<file path="config.mk">
export PLATFORM = sky130hd
export DESIGN_NAME = race_timer_text_flat
export DESIGN_NICKNAME = d
export VERILOG_FILES = /design/src/rtl/race_timer_text_if.sv /design/src/rtl/race_timer_text.sv /design/src/flat_wrapper.sv
export SDC_FILE = /design/constraint.sdc
export NUM_CORES = 1
export LEC_CHECK = 0
export CAP_MARGIN = 10
export CORE_MARGIN = 2
export CORE_UTILIZATION = 45
export DETAILED_ROUTE_END_ITERATION = 8
export GPL_ROUTABILITY_DRIVEN = 0
export GPL_TIMING_DRIVEN = 0
export HOLD_SLACK_MARGIN = 0.02
export MAX_ROUTING_LAYER = met4
export RECOVER_POWER = 50
export SYNTH_ARGS = -nofsm -noshare
export SYNTH_HDL_FRONTEND = slang
export SYNTH_SLANG_ARGS = --single-unit
</file>
<file path="constraint.sdc">
create_clock -name clk -period 4.12 [get_ports clk]
set_input_delay 0.824 -clock clk [delete_from_list [all_inputs] [get_ports clk]]
set_output_delay 0.824 -clock clk [all_outputs]
set_load 0.01 [all_outputs]
</file>
<file path="src/rtl/race_timer_text_if.sv">
// Control, pixel and result signals between the race-timer overlay and its
// surroundings (control logic and VGA pixel pipeline).
interface race_timer_text_if;
  logic        start;
  logic        pause;
  logic        lap;
  logic        refresh_tick;
  logic [9:0]  pix_x;
  logic [9:0]  pix_y;
  logic        text_on;
  logic [2:0]  bit_addr;
  logic [10:0] rom_addr;
  logic        running;
  logic        best_valid;
  logic        overflow;

  modport master (
    output start, pause, lap, refresh_tick, pix_x, pix_y,
    input  text_on, bit_addr, rom_addr, running, best_valid, overflow
  );

  modport slave (
    input  start, pause, lap, refresh_tick, pix_x, pix_y,
    output text_on, bit_addr, rom_addr, running, best_valid, overflow
  );
endinterface

</file>
<file path="src/rtl/race_timer_text.sv">
// Race-timer text overlay: BCD race time with start/pause/lap control and
// best-lap tracking, rendered as two text rows ("Time:ddd.d" / "Best:ddd.d")
// into font-ROM addresses for the shared 8x16 character ROM (pixels doubled).
module race_timer_text #(
  parameter int TICK_DIV   = 10_000_000,
  parameter int INT_DIGITS = 3,
  parameter int ROW        = 0,
  parameter int COL0       = 0
) (
  input logic              clk,
  input logic              reset,
  race_timer_text_if.slave bus
);

  localparam int ND = INT_DIGITS + 1;
  localparam int W  = 4 * ND;
  localparam int PW = (TICK_DIV > 2) ? $clog2(TICK_DIV) : 1;

  localparam logic [31:0] NCELLS = 32'(INT_DIGITS + 7);
  localparam logic [31:0] ROW_U  = 32'(ROW);
  localparam logic [31:0] COL0_U = 32'(COL0);

  localparam logic [1:0] IDLE   = 2'd0;
  localparam logic [1:0] RUN    = 2'd1;
  localparam logic [1:0] PAUSED = 2'd2;

  logic [1:0]    state;
  logic [PW-1:0] presc;
  logic [W-1:0]  cur;
  logic [W-1:0]  best;
  logic          best_valid_q;
  logic          ovf_q;
  logic [W-1:0]  snap_cur;
  logic [W-1:0]  snap_best;
  logic          snap_bv;

  logic [W-1:0]  cur_inc;
  logic          cur_max;
  logic          tick_due;

  assign tick_due = (presc == PW'(TICK_DIV - 1));

  // BCD ripple increment of the current time; carry out of the top digit means all-9s
  always_comb begin
    logic carry;
    cur_inc = cur;
    carry   = 1'b1;
    for (int unsigned i = 0; i < ND; i++) begin
      if (carry) begin
        if (cur[4*i +: 4] == 4'd9) begin
          cur_inc[4*i +: 4] = 4'd0;
        end else begin
          cur_inc[4*i +: 4] = cur[4*i +: 4] + 4'd1;
          carry             = 1'b0;
        end
      end
    end
    cur_max = carry;
  end

  // Timer state: start beats lap, lap beats the prescaler tick
  always_ff @(posedge clk) begin
    if (reset) begin
      state        <= IDLE;
      presc        <= '0;
      cur          <= '0;
      best         <= '0;
      best_valid_q <= 1'b0;
      ovf_q        <= 1'b0;
    end else if (bus.start) begin
      cur   <= '0;
      presc <= '0;
      ovf_q <= 1'b0;
      state <= bus.pause ? PAUSED : RUN;
    end else begin
      if (state == RUN && bus.pause) begin
        state <= PAUSED;
      end else if (state == PAUSED && !bus.pause) begin
        state <= RUN;
      end

      if (bus.lap && state != IDLE) begin
        // BCD digits compare correctly as one unsigned vector
        if (!best_valid_q || cur < best) begin
          best         <= cur;
          best_valid_q <= 1'b1;
        end
        cur   <= '0;
        presc <= '0;
        ovf_q <= 1'b0;
      end else if (state == RUN) begin
        if (tick_due) begin
          presc <= '0;
          if (cur_max) begin
            ovf_q <= 1'b1;
          end else begin
            cur <= cur_inc;
          end
        end else begin
          presc <= presc + PW'(1);
        end
      end
    end
  end

  // Per-frame display snapshot so a line never tears mid-frame
  always_ff @(posedge clk) begin
    if (reset) begin
      snap_cur  <= '0;
      snap_best <= '0;
      snap_bv   <= 1'b0;
    end else if (bus.refresh_tick) begin
      snap_cur  <= cur;
      snap_best <= best;
      snap_bv   <= best_valid_q;
    end
  end

  assign bus.running    = (state == RUN);
  assign bus.best_valid = best_valid_q;
  assign bus.overflow   = ovf_q;

  logic [31:0] col;
  logic [31:0] row;
  logic [31:0] c;
  logic [31:0] didx;
  logic        on_time;
  logic        on_best;
  logic        text_on_c;
  logic [W-1:0] sel;
  logic [3:0]  nib;
  logic [6:0]  char_addr;
  logic [6:0]  label_char;

  // Character cell lookup from the current pixel and the snapshots
  always_comb begin
    col       = 32'(bus.pix_x[9:4]);
    row       = 32'(bus.pix_y[9:5]);
    c         = col - COL0_U;
    on_time   = (row == ROW_U);
    on_best   = (row == ROW_U + 32'd1);
    text_on_c = (on_time || on_best) && (col >= COL0_U) && (c < NCELLS);
    sel       = on_best ? snap_best : snap_cur;
    // Last cell is tenths (nibble 0); integer cells map MSD-first onto the upper nibbles
    didx      = (c == NCELLS - 32'd1) ? 32'd0 : 32'(INT_DIGITS + 5) - c;
    nib       = '0;
    for (int unsigned i = 0; i < ND; i++) begin
      if (didx == 32'(i)) nib = sel[4*i +: 4];
    end

    label_char = 7'h3A;
    if (on_best) begin
      case (c[2:0])
        3'd0:    label_char = 7'h42;
        3'd1:    label_char = 7'h65;
        3'd2:    label_char = 7'h73;
        3'd3:    label_char = 7'h74;
        default: label_char = 7'h3A;
      endcase
    end else begin
      case (c[2:0])
        3'd0:    label_char = 7'h54;
        3'd1:    label_char = 7'h69;
        3'd2:    label_char = 7'h6D;
        3'd3:    label_char = 7'h65;
        default: label_char = 7'h3A;
      endcase
    end

    char_addr = '0;
    if (text_on_c) begin
      if (c < 32'd5) begin
        char_addr = label_char;
      end else if (c == NCELLS - 32'd2) begin
        char_addr = 7'h2E;
      end else if (on_best && !snap_bv) begin
        char_addr = 7'h2D;
      end else begin
        char_addr = {3'b011, nib};
      end
    end
  end

  assign bus.text_on  = text_on_c;
  assign bus.bit_addr = bus.pix_x[3:1];
  assign bus.rom_addr = {char_addr, bus.pix_y[4:1]};

endmodule

</file>
<file path="src/flat_wrapper.sv">
// flat-port wrapper written by rule: the top's interface ports become plain ports
module race_timer_text_flat 
#(
  parameter int TICK_DIV   = 10_000_000,
  parameter int INT_DIGITS = 3,
  parameter int ROW        = 0,
  parameter int COL0       = 0
)
  (clk, reset, bus_start, bus_pause, bus_lap, bus_refresh_tick, bus_pix_x, bus_pix_y, bus_text_on, bus_bit_addr, bus_rom_addr, bus_running, bus_best_valid, bus_overflow);
  race_timer_text_if bus_i ();
  input logic clk;
  input logic reset;
  input wire logic [$bits(bus_i.start)-1:0] bus_start;
  input wire logic [$bits(bus_i.pause)-1:0] bus_pause;
  input wire logic [$bits(bus_i.lap)-1:0] bus_lap;
  input wire logic [$bits(bus_i.refresh_tick)-1:0] bus_refresh_tick;
  input wire logic [$bits(bus_i.pix_x)-1:0] bus_pix_x;
  input wire logic [$bits(bus_i.pix_y)-1:0] bus_pix_y;
  output wire logic [$bits(bus_i.text_on)-1:0] bus_text_on;
  output wire logic [$bits(bus_i.bit_addr)-1:0] bus_bit_addr;
  output wire logic [$bits(bus_i.rom_addr)-1:0] bus_rom_addr;
  output wire logic [$bits(bus_i.running)-1:0] bus_running;
  output wire logic [$bits(bus_i.best_valid)-1:0] bus_best_valid;
  output wire logic [$bits(bus_i.overflow)-1:0] bus_overflow;
  assign bus_i.start = bus_start;
  assign bus_i.pause = bus_pause;
  assign bus_i.lap = bus_lap;
  assign bus_i.refresh_tick = bus_refresh_tick;
  assign bus_i.pix_x = bus_pix_x;
  assign bus_i.pix_y = bus_pix_y;
  assign bus_text_on = bus_i.text_on;
  assign bus_bit_addr = bus_i.bit_addr;
  assign bus_rom_addr = bus_i.rom_addr;
  assign bus_running = bus_i.running;
  assign bus_best_valid = bus_i.best_valid;
  assign bus_overflow = bus_i.overflow;
  race_timer_text #(.TICK_DIV(TICK_DIV), .INT_DIGITS(INT_DIGITS), .ROW(ROW), .COL0(COL0)) u_core (.clk(clk), .reset(reset), .bus(bus_i));
endmodule
</file>
# Yosys cells after proc, flatten, opt, wreduce, memory -nomap -nowiden
# Index checks and enable logic that the tools add are counted.
# word_totals
input_bits	26
output_inout_bits	18
ff_bits	93
elab_cells	90
# classes
reduce_logical	22
bitwise_logic	2
muxes	29
eq_ne	16
n_addsub	6
n_lt_le_gt_ge	3
# op_table
cell	count
32-bit by 2-bit equality test with 1-bit output, second input constant	2
7-bit case mux with 4 select lines	2
32-bit by 1-bit equality test with 1-bit output, second input constant	1
32-bit zero test	1
32-bit two-way mux	1
4-bit two-way mux	8
7-bit two-way mux	4
24-bit by 1-bit adder with 24-bit output, second input constant	1
24-bit equality test, second input constant	1
24-bit two-way mux	1
4-bit by 1-bit adder with 4-bit output, second input constant	4
4-bit equality test, second input constant	4
16-bit < comparator	1
16-bit two-way mux	1
6-bit by 4-bit equality test with 1-bit output, second input constant	2
4-bit AND reduction	3
3-bit AND reduction	3
2-bit two-way mux	4
1-bit two-way mux	7
4-bit by 6-bit subtractor with 7-bit output, first input constant	1
3-bit by 2-bit equality test with 1-bit output, second input constant	2
6-bit by 3-bit < comparator with 1-bit output, second input constant	1
6-bit by 4-bit < comparator with 1-bit output, second input constant	1
5-bit by 1-bit equality test with 1-bit output, second input constant	1
13 further kinds	21

# Longest topological paths before layout
# Gate-level depths: netlist of the first run.
# depth
depth_word	11
ltp_mapped	9

# Least setup slack after synthesis of the first run
# Ideal clock, no wire load.
# synth_path
kind	input to output
startpoint	input port bus_pix_x[6]
endpoint	output port bus_rom_addr[6]
t_arrival_ns	2.631
path_buffers	2
t_required_ns	3.296
path_slack_ns	0.665
path_stages	7
cell_sequence	clkbuf_1 > inv_1 > ha_1 > or4_1 > clkbuf_1 > o221a_2 > a21oi_1
# synth_via
elab_chain_len	11
word_cells_on_any_way	26
classes_between	add/sub (1); order compare (2); eq/ne (8); mux (12); reduce/logical (3)
# synth_lines
item	line_no	source
start: declaration	flat_wrapper.sv:17	input wire logic [$bits(bus_i.pix_x)-1:0] bus_pix_x;
4-bit by 6-bit subtractor with 7-bit output / 6-bit by 4-bit equality test with 1-bit output (equally long branches)	race_timer_text.sv:145	didx = (c == NCELLS - 32'd1) ? 32'd0 : 32'(INT_DIGITS + 5) - c;
32-bit two-way mux	race_timer_text.sv:145	
32-bit zero test	race_timer_text.sv:148	if (didx == 32'(i)) nib = sel[4*i +: 4];
4-bit two-way mux (4 in a row)	race_timer_text.sv:148	
5-bit two-way mux	race_timer_text.sv:176	end else if (on_best && !snap_bv) begin
7-bit two-way mux	race_timer_text.sv:174	end else if (c == NCELLS - 32'd2) begin
7-bit two-way mux	race_timer_text.sv:172	if (c < 32'd5) begin
7-bit two-way mux *	race_timer_text.sv:171	if (text_on_c) begin
end: declaration	flat_wrapper.sv:21	output wire logic [$bits(bus_i.rom_addr)-1:0] bus_rom_addr;
# Every way passes the cells marked *; elsewhere a longest branch is shown, timed or not.

# Final worst setup path of the first run
# layout_path
startpoint	input port bus_pix_x[4]
endpoint	output port bus_rom_addr[5]
# The elaborated chain is that of the path after synthesis.

==> results of run 1 <==
[layer usage]
metal	up-vias	track usage (%)	share of wire, %
met5	-	-	0
met4	0	5.42	1.1
met3	13	5.03	4.4
met2	87	29.6	43
met1	2044	30.2	52
li1	2158	-	-
[power groups by stage]
stage                     Combinational [mW]  Sequential (mW)  Clock, mW
after global routing                   0.143            0.904      0.850
after floorplan                       0.0812            0.924          0
final                                  0.131            0.904      0.796
after global placement                 0.129            0.924          0
after CTS                              0.132            0.904      0.812
after detailed placement               0.130            0.924          0
[flip-flops by register name, indices dropped and copies added, names as in the netlist]
name,count
u_core.presc,24
u_core.best,16
u_core.cur,16
u_core.snap_best,16
u_core.snap_cur,16
u_core.state,2
u_core.bus.best_valid,1
u_core.bus.overflow,1
u_core.snap_bv,1
[final cells by class]
type | count | area, um^2
buffer | 33 | 169
clock buffer | 14 | 264
clock inverter | 2 | 16.3
fill | 1046 | 5070
inverter | 31 | 116
multi-input combinational | 442 | 2990
sequential | 93 | 1860
tap | 140 | 175
timing repair buffer | 32 | 315
[timing repair]
action                                 in CTS  in global routing
setup buffers                               0                  1
gates cloned                                0                  0
resized for setup                          15                  3
setup endpoints to repair                   5                  3
hold buffers                                0                  0
pin swaps                                   0                  1
endpoints found under the hold margin       0                  0
[worst paths after layout]
check	endpoint	slack, ns	cells past startpoint
setup / recovery	bus_rom_addr[5]	0.13	9
setup reg to reg	u_core.presc[13]	1.48	7
hold reg to reg	u_core.best[7]	0.49	2
hold / removal	u_core.best[7]	0.49	2
[through the flow]
stage	setup TNS [ns]	cell area [um^2]	hold slack, ns	setup slack (ns)
2_1_floorplan	0	5120	0.454	0.665
3_3_place_gp	-2.21	5610	0.471	-0.578
3_5_place_dp	-2.30	5610	0.475	-0.581
4_1_cts	0	5910	0.495	0.0524
5_1_grt	0	5910	0.512	0.0150
6_report	0	5910	0.492	0.126
[worst max-delay path, cell delays in order]
cell and delay, ns:
clkdlybuf4s15_2 0.26, inv_1 0.10, ha_1 0.24, ha_1 0.32
or4_4 0.59, o32a_1 0.31, o211ai_1 0.12, a21oi_1 0.10
dlygate4sd2_1 0.30
[cell families (layout without fill, tap and decap cells)]
family	Yosys count	in the layout	synth area share [%]
muxes	62	62	12.1
xor gates and xnor gates	28	28	4.79
buffers and inverters	65	112	5.72
and+or+nand+nor	248	248	25.5
DFF	93	93	36.3
AOI/OAI and AO/OA	82	82	10.2
adders and majority gates	22	22	5.37
[cell usage in the layout (no fill, tap or decap), types with 3 or more instances in the layout]
| cell | n |
|---|---|
| and4_1 | 3 |
| o21a_1 | 6 |
| nand4_1 | 8 |
| nand2b_1 | 34 |
| nand2_1 | 34 |
| a21oi_1 | 29 |
| xor2_1 | 13 |
| buf_4 | 12 |
| mux2i_1 | 61 |
| nor2b_1 | 11 |
| ha_1 | 22 |
| nand3_1 | 15 |
| o21ai_0 | 23 |
| xnor2_1 | 15 |
| and2_1 | 3 |
| nor4_1 | 5 |
| and3_1 | 3 |
| dlygate4sd3_1 | 10 |
| buf_2 | 3 |
| nor2_1 | 82 |
| or3_1 | 8 |
| clkdlybuf4s50_1 | 15 |
| clkbuf_16 | 9 |
| nor4b_1 | 3 |
| dfxtp_1 | 93 |
| dlygate4sd2_1 | 4 |
| clkbuf_1 | 22 |
| a31oi_1 | 3 |
| inv_1 | 31 |
| nor3_1 | 16 |
==> summary.md, run 1 <==
| Metric | Value |
|---|---|
| Outcome | `finished clean` |
| Most instantiated cells after synthesis | `dfxtp_1, nor2_1, mux2i_1, nand2_1, nand2b_1` |
| Root Buffer | `clkbuf_16` |
| CTS tree | `built` |
| Drt total wl | `12.3 mm` |
| First-pass GRT wire length | `20.3 mm` |
| CTS Buffer Depth | `2` |
| Yosys cell types | `58` |
| CP Data Required Time | `3.30 ns` |
| Reg clk slew, reported paths | `0.06 ns` |
| Nets | `690` |
| Post-synthesis cell area | `5120 um^2` |
| Detailed-route via count | `4302` |
| LEAKAGE | `2.11 nW` |
| Worst Max-Slew Pin Slew | `0.956 ns` |
| Tmin final | `3.99 ns` |
| Reg-to-reg startpoint | `u_core.state[0]` |
| Async S/R FF share, synth | `0%` |
| GRT Total Usage | `21.0%` |
| Die height | `111 um` |
| EDFF count, synth | `0` |
| Post-synthesis register bit count | `93` |
| Maxcap violations | `0` |
| Cell count after placement | `771` |
| Worst setup SP type | `primary input` |
| Area Growth Syn to Fin | `15.3%` |
| Drt drc | `0` |
| Crit. Startpoint | `bus_pix_x[4]` |
| Share of the synthesized area in the top cell type | `36.3%` |
| Sw Ratio | `23.4%` |
| Overflow after GRT | `0` |
| Worst vdd ir | `263 uV` |
| Ports | `44` |
| Combinational group share of total power | `7.2%` |
| Worst-skew pair later-pin latency | `0.35 ns` |
| Routed Antenna Nets | `0` |
| Port Buffers | `31` |
| Worst hold path type | `register to register` |
| Register area share after synthesis | `36.3%` |
| Ranking of synthesized cells by area | `dfxtp_1, mux2i_1, nor2_1, ha_1, nand2b_1` |
| Worst Path Max Fanout | `8` |
| Slew Limit Fails | `0` |
| Final Setup Violations | `0` |
| Fmax | `250 MHz` |
| Hold Crit Start | `u_core.best[7]` |
| Setup CP Type | `primary input to output port` |
| Power share of the clock group | `43.5%` |
| DR vias/cell | `5.47` |
| Vias in the first global route | `3932` |
| Antenna Cells | `0` |
| Worst clock skew | `0.00776 ns` |
| RSZ-0062 raised after global routing | `false` |
| Psw | `0.428 mW` |
| Sequential power share | `49.4%` |
| DPL Wire Length | `9.22 mm` |
| Pre-antenna DRT Iters | `5` |
| Average size of a mapped cell | `8.54 um^2` |
| Syn_nets | `648` |
| Power Total | `1.83 mW` |
| Power Density | `310 nW/um^2` |
| Antenna violations before repair | `0` |
| Ys flop type | `dfxtp_1` |
| Internal | `1.40 mW` |
| Most frequent cell after synthesis | `dfxtp_1` |
| Period utilization | `96.9%` |
| Final Util | `53.8%` |
| Syn Inst Count | `600` |
| Wire length per cell after detailed routing | `15.6 um` |
| Relative slew slack | `35.7%` |
| H-tree levels | `3` |
| Rows | `38` |
| Clock sinks | `93` |
| Layout cells sized above 1 | `7.73%` |
| Largest net degree at the start of global routing | `15` |
| Post-synth top area cell | `dfxtp_1` |
| Total CTS buffers | `9` |
| CP endpoint kind | `output port` |
| DIE WIDTH | `111 um` |
| Synth warnings | `0` |
| Post-Layout Cell Count | `787` |
| Core area | `11000 um^2` |
| Initial Utilization | `46.6%` |
| DRT iter0 DRCs | `268` |
| Final Hold Vio Count | `0` |
| Die ar. | `12300 um^2` |
| Crit path DAT | `3.17 ns` |
(Power assumes the default switching activity.)
==> inputs of run 2 (changes only) <==
--- a/config.mk
+++ b/config.mk
@@ -11,7 +11,7 @@
 export DETAILED_ROUTE_END_ITERATION = 8
 export GPL_ROUTABILITY_DRIVEN = 0
 export GPL_TIMING_DRIVEN = 0
-export HOLD_SLACK_MARGIN = 0.02
+export HOLD_SLACK_MARGIN = 0.03
 export MAX_ROUTING_LAYER = met4
 export RECOVER_POWER = 50
 export SYNTH_ARGS = -nofsm -noshare
==> results of run 2 <==
Same layout as run 1: the final DEF is identical, and so are final timing and power.
==> inputs of run 3 (changes only) <==
--- a/config.mk
+++ b/config.mk
@@ -5,9 +5,10 @@
 export SDC_FILE = /design/constraint.sdc
 export NUM_CORES = 1
 export LEC_CHECK = 0
-export CAP_MARGIN = 10
+export CAP_MARGIN = 20
 export CORE_MARGIN = 2
 export CORE_UTILIZATION = 45
+export CTS_BUF_LIST = sky130_fd_sc_hd__clkbuf_8
 export DETAILED_ROUTE_END_ITERATION = 8
 export GPL_ROUTABILITY_DRIVEN = 0
 export GPL_TIMING_DRIVEN = 0
==> run 3 against run 2 <==
Via count increased by 0.63%. Largest power group unchanged. Clock skew rose by 0.0046 ns. Final cell count did not move. Worst setup slack got worse by 0.010 ns. Highest routed layer unchanged. Register-to-register slack hardly changed. Utilization fell by 0.92 points. Critical path type unchanged. Design area is 1.7% lower. Sequential power is essentially flat.
==> summary.md, run 3 (synthesis results as in run 1) <==
| Metric | Value |
|---|---|
| Tmin final | `4.00 ns (+0.0100 ns)` |
| Worst setup SP type | `primary input` |
| Detailed-route via count | `4329 (+0.63%)` |
| Vias in the first global route | `3931 (-0.025%)` |
| Final Hold Vio Count | `0 (unchanged)` |
| GRT Total Usage | `21.0% (about the same)` |
| Initial Utilization | `46.6% (unchanged)` |
| H-tree levels | `3 (unchanged)` |
| Root Buffer | `clkbuf_8` |
| Setup WS pre-CTS | `-0.581 ns (unchanged)` |
| Crit. Startpoint | `bus_pix_x[4]` |
| CTS Buffer Depth | `2 (unchanged)` |
| LEAKAGE | `2.08 nW (-1.6%)` |
| Crit path DAT | `3.18 ns (about the same)` |
| Placed cell area | `5610 um^2 (unchanged)` |
| CTS tree | `built` |
| Worst setup margin | `0.116 ns (-0.0100 ns)` |
| Largest stage delay, worst path | `0.59 ns (about the same)` |
| Nets | `690 (unchanged)` |
| Cell count after placement | `771 (unchanged)` |
| Worst vdd ir | `164 uV (-38%)` |
| Relative slew slack | `37.2% (+1.5 points)` |
| CP Data Required Time | `3.30 ns (about the same)` |
| Max reg flops | `24 (unchanged)` |
| Pre-antenna DRT Iters | `5 (unchanged)` |
| Rows | `38 (unchanged)` |
| Antenna Cells | `0 (unchanged)` |
| Worst Path Buf+Inv | `3 (unchanged)` |
| Worst hold path type | `register to register` |
| Slowest stage cell, crit path | `or4_4` |
| Setup TNS Final | `0 ns (unchanged)` |
| R2R Path End | `u_core.presc[12]` |
| Total CTS buffers | `9 (unchanged)` |
| Period utilization | `97.2% (+0.24 points)` |
| Clock sinks | `93 (unchanged)` |
| Antenna violations before repair | `0 (unchanged)` |
| Area Growth Syn to Fin | `13.4%` |
| Die ar. | `12300 um^2 (unchanged)` |
| DIE WIDTH | `111 um (unchanged)` |
| Worst clock skew | `0.0124 ns (+0.00461 ns)` |
| Most frequent CP cell | `ha_1` |
| Maxcap violations | `0 (unchanged)` |
| Layout cells sized above 1 | `7.73% (unchanged)` |
| Hold path endpoint | `u_core.best[7]` |
| Drt total wl | `12.3 mm (about the same)` |
| Outcome | `finished clean` |
| Ports | `44 (unchanged)` |
| Final Util | `52.9% (-0.92 points)` |
| Worst Max-Slew Pin Slew | `0.934 ns (-0.0224 ns)` |
| Cts hold-fix bufs | `0 (unchanged)` |
| Core area | `11000 um^2 (unchanged)` |
| Worst-skew pair later-pin latency | `0.38 ns (+0.03 ns)` |
| CP delay by family, top | `buffers and inverters` |
| Slew Limit Fails | `0 (unchanged)` |
| WHS | `0.496 ns (+0.00360 ns)` |
| Wire length per cell after detailed routing | `15.6 um (about the same)` |
| Reg area | `1860 um^2 (unchanged)` |
| Worst Path Max Fanout | `8 (unchanged)` |
| Hold Path Cell Cnt | `2 (unchanged)` |
| Top reg by flops | `u_core.presc` |
| First-pass GRT wire length | `20.3 mm (-0.17%)` |
| Fin area | `5810 um^2 (-1.7%)` |
| Post-Layout Cell Count | `787 (unchanged)` |
| Reg-to-reg startpoint | `u_core.state[0]` |
| Die height | `111 um (unchanged)` |
| RSZ-0062 raised after global routing | `false` |
| Overflow after GRT | `0 (unchanged)` |
| R2R setup slack | `1.47 ns (about the same)` |
| Port Buffers | `31 (unchanged)` |
| Final Setup Violations | `0 (unchanged)` |
| Largest net degree at the start of global routing | `15 (unchanged)` |
| CP endpoint kind | `output port` |
| Fmax | `250 MHz (-0.25%)` |
| Setup CP Type | `primary input to output port` |
| Crit-path cells | `clkdlybuf4s15_2, inv_1, ha_1, ha_1, or4_4, o32a_1, o211ai_1, a21oi_1, dlygate4sd2_1` |
| Reg2Reg Depth | `7 (unchanged)` |
| Power Total | `1.61 mW (-12%)` |
| DR vias/cell | `5.50 (+0.63%)` |
| DPL Wire Length | `9.22 mm (unchanged)` |
| Routed Antenna Nets | `0 (unchanged)` |
| Power Density | `276 nW/um^2 (-11%)` |
| Multi-input combinational cell area | `2990 um^2 (unchanged)` |
| Most frequent cells in the layout | `dfxtp_1, nor2_1, mux2i_1` |
| Most common cell after layout, fill and taps aside | `dfxtp_1` |
| Drt drc | `0 (unchanged)` |
| Hold Crit Start | `u_core.best[7]` |
| DRT iter0 DRCs | `269 (+0.37%)` |
| Filler Cell Count | `1061 (+1.4%)` |
| Reg clk slew, reported paths | `0.09 ns (+0.03 ns)` |
==> run 3: layer usage <==
| layer | track usage (%) | part of all wire (%) | vias up |
|---|---|---|---|
| met5 | - | 0 | - |
| met4 | 5.92 | 1.2 | 0 |
| met3 | 4.87 | 5.3 | 12 |
| met2 | 29.6 | 42 | 119 |
| met1 | 30.1 | 51 | 2042 |
| li1 | - | - | 2156 |
==> run 3: worst max path at each step <==
stage	end	cells past startpoint
after detailed placement	bus_rom_addr[5]	10
after global placement	bus_rom_addr[5]	10
after floorplan	bus_rom_addr[6]	7
after CTS	bus_rom_addr[5]	10
after global routing	bus_rom_addr[4]	10
final	bus_rom_addr[5]	9
==> run 3: cell type report <==
type / instances / share of cell area, %
multi-input cells: 442 / 51.5
well taps: 140 / 3.02
clock buffers: 11 / 2.61
plain buffers: 33 / 2.91
repair buffers: 32 / 5.43
flip-flops and latches: 93 / 32.1
clock inverters: 5 / 0.474
inverters: 31 / 2.00
==> run 3: tightest hold or removal path: stages, from the launching register on <==
cell and delay (ns):
dfxtp_1 0.33, nand2b_1 0.07, mux2i_1 0.05
==> run 3: where the power goes <==
part / switching [mW] / internal, mW / leakage [nW]
registers: 0.00269 / 0.900 / 0.749
clock network: 0.323 / 0.248 / 0.0997
logic: 0.0744 / 0.0566 / 1.23
==> run 3: what timing repair did <==
action                     4_1_cts  5_1_grt
hold endpoints to repair         0        0
setup endpoints to repair        5        3
gates resized for setup         15        3
buffers inserted                 0        1
pin swaps                        0        1
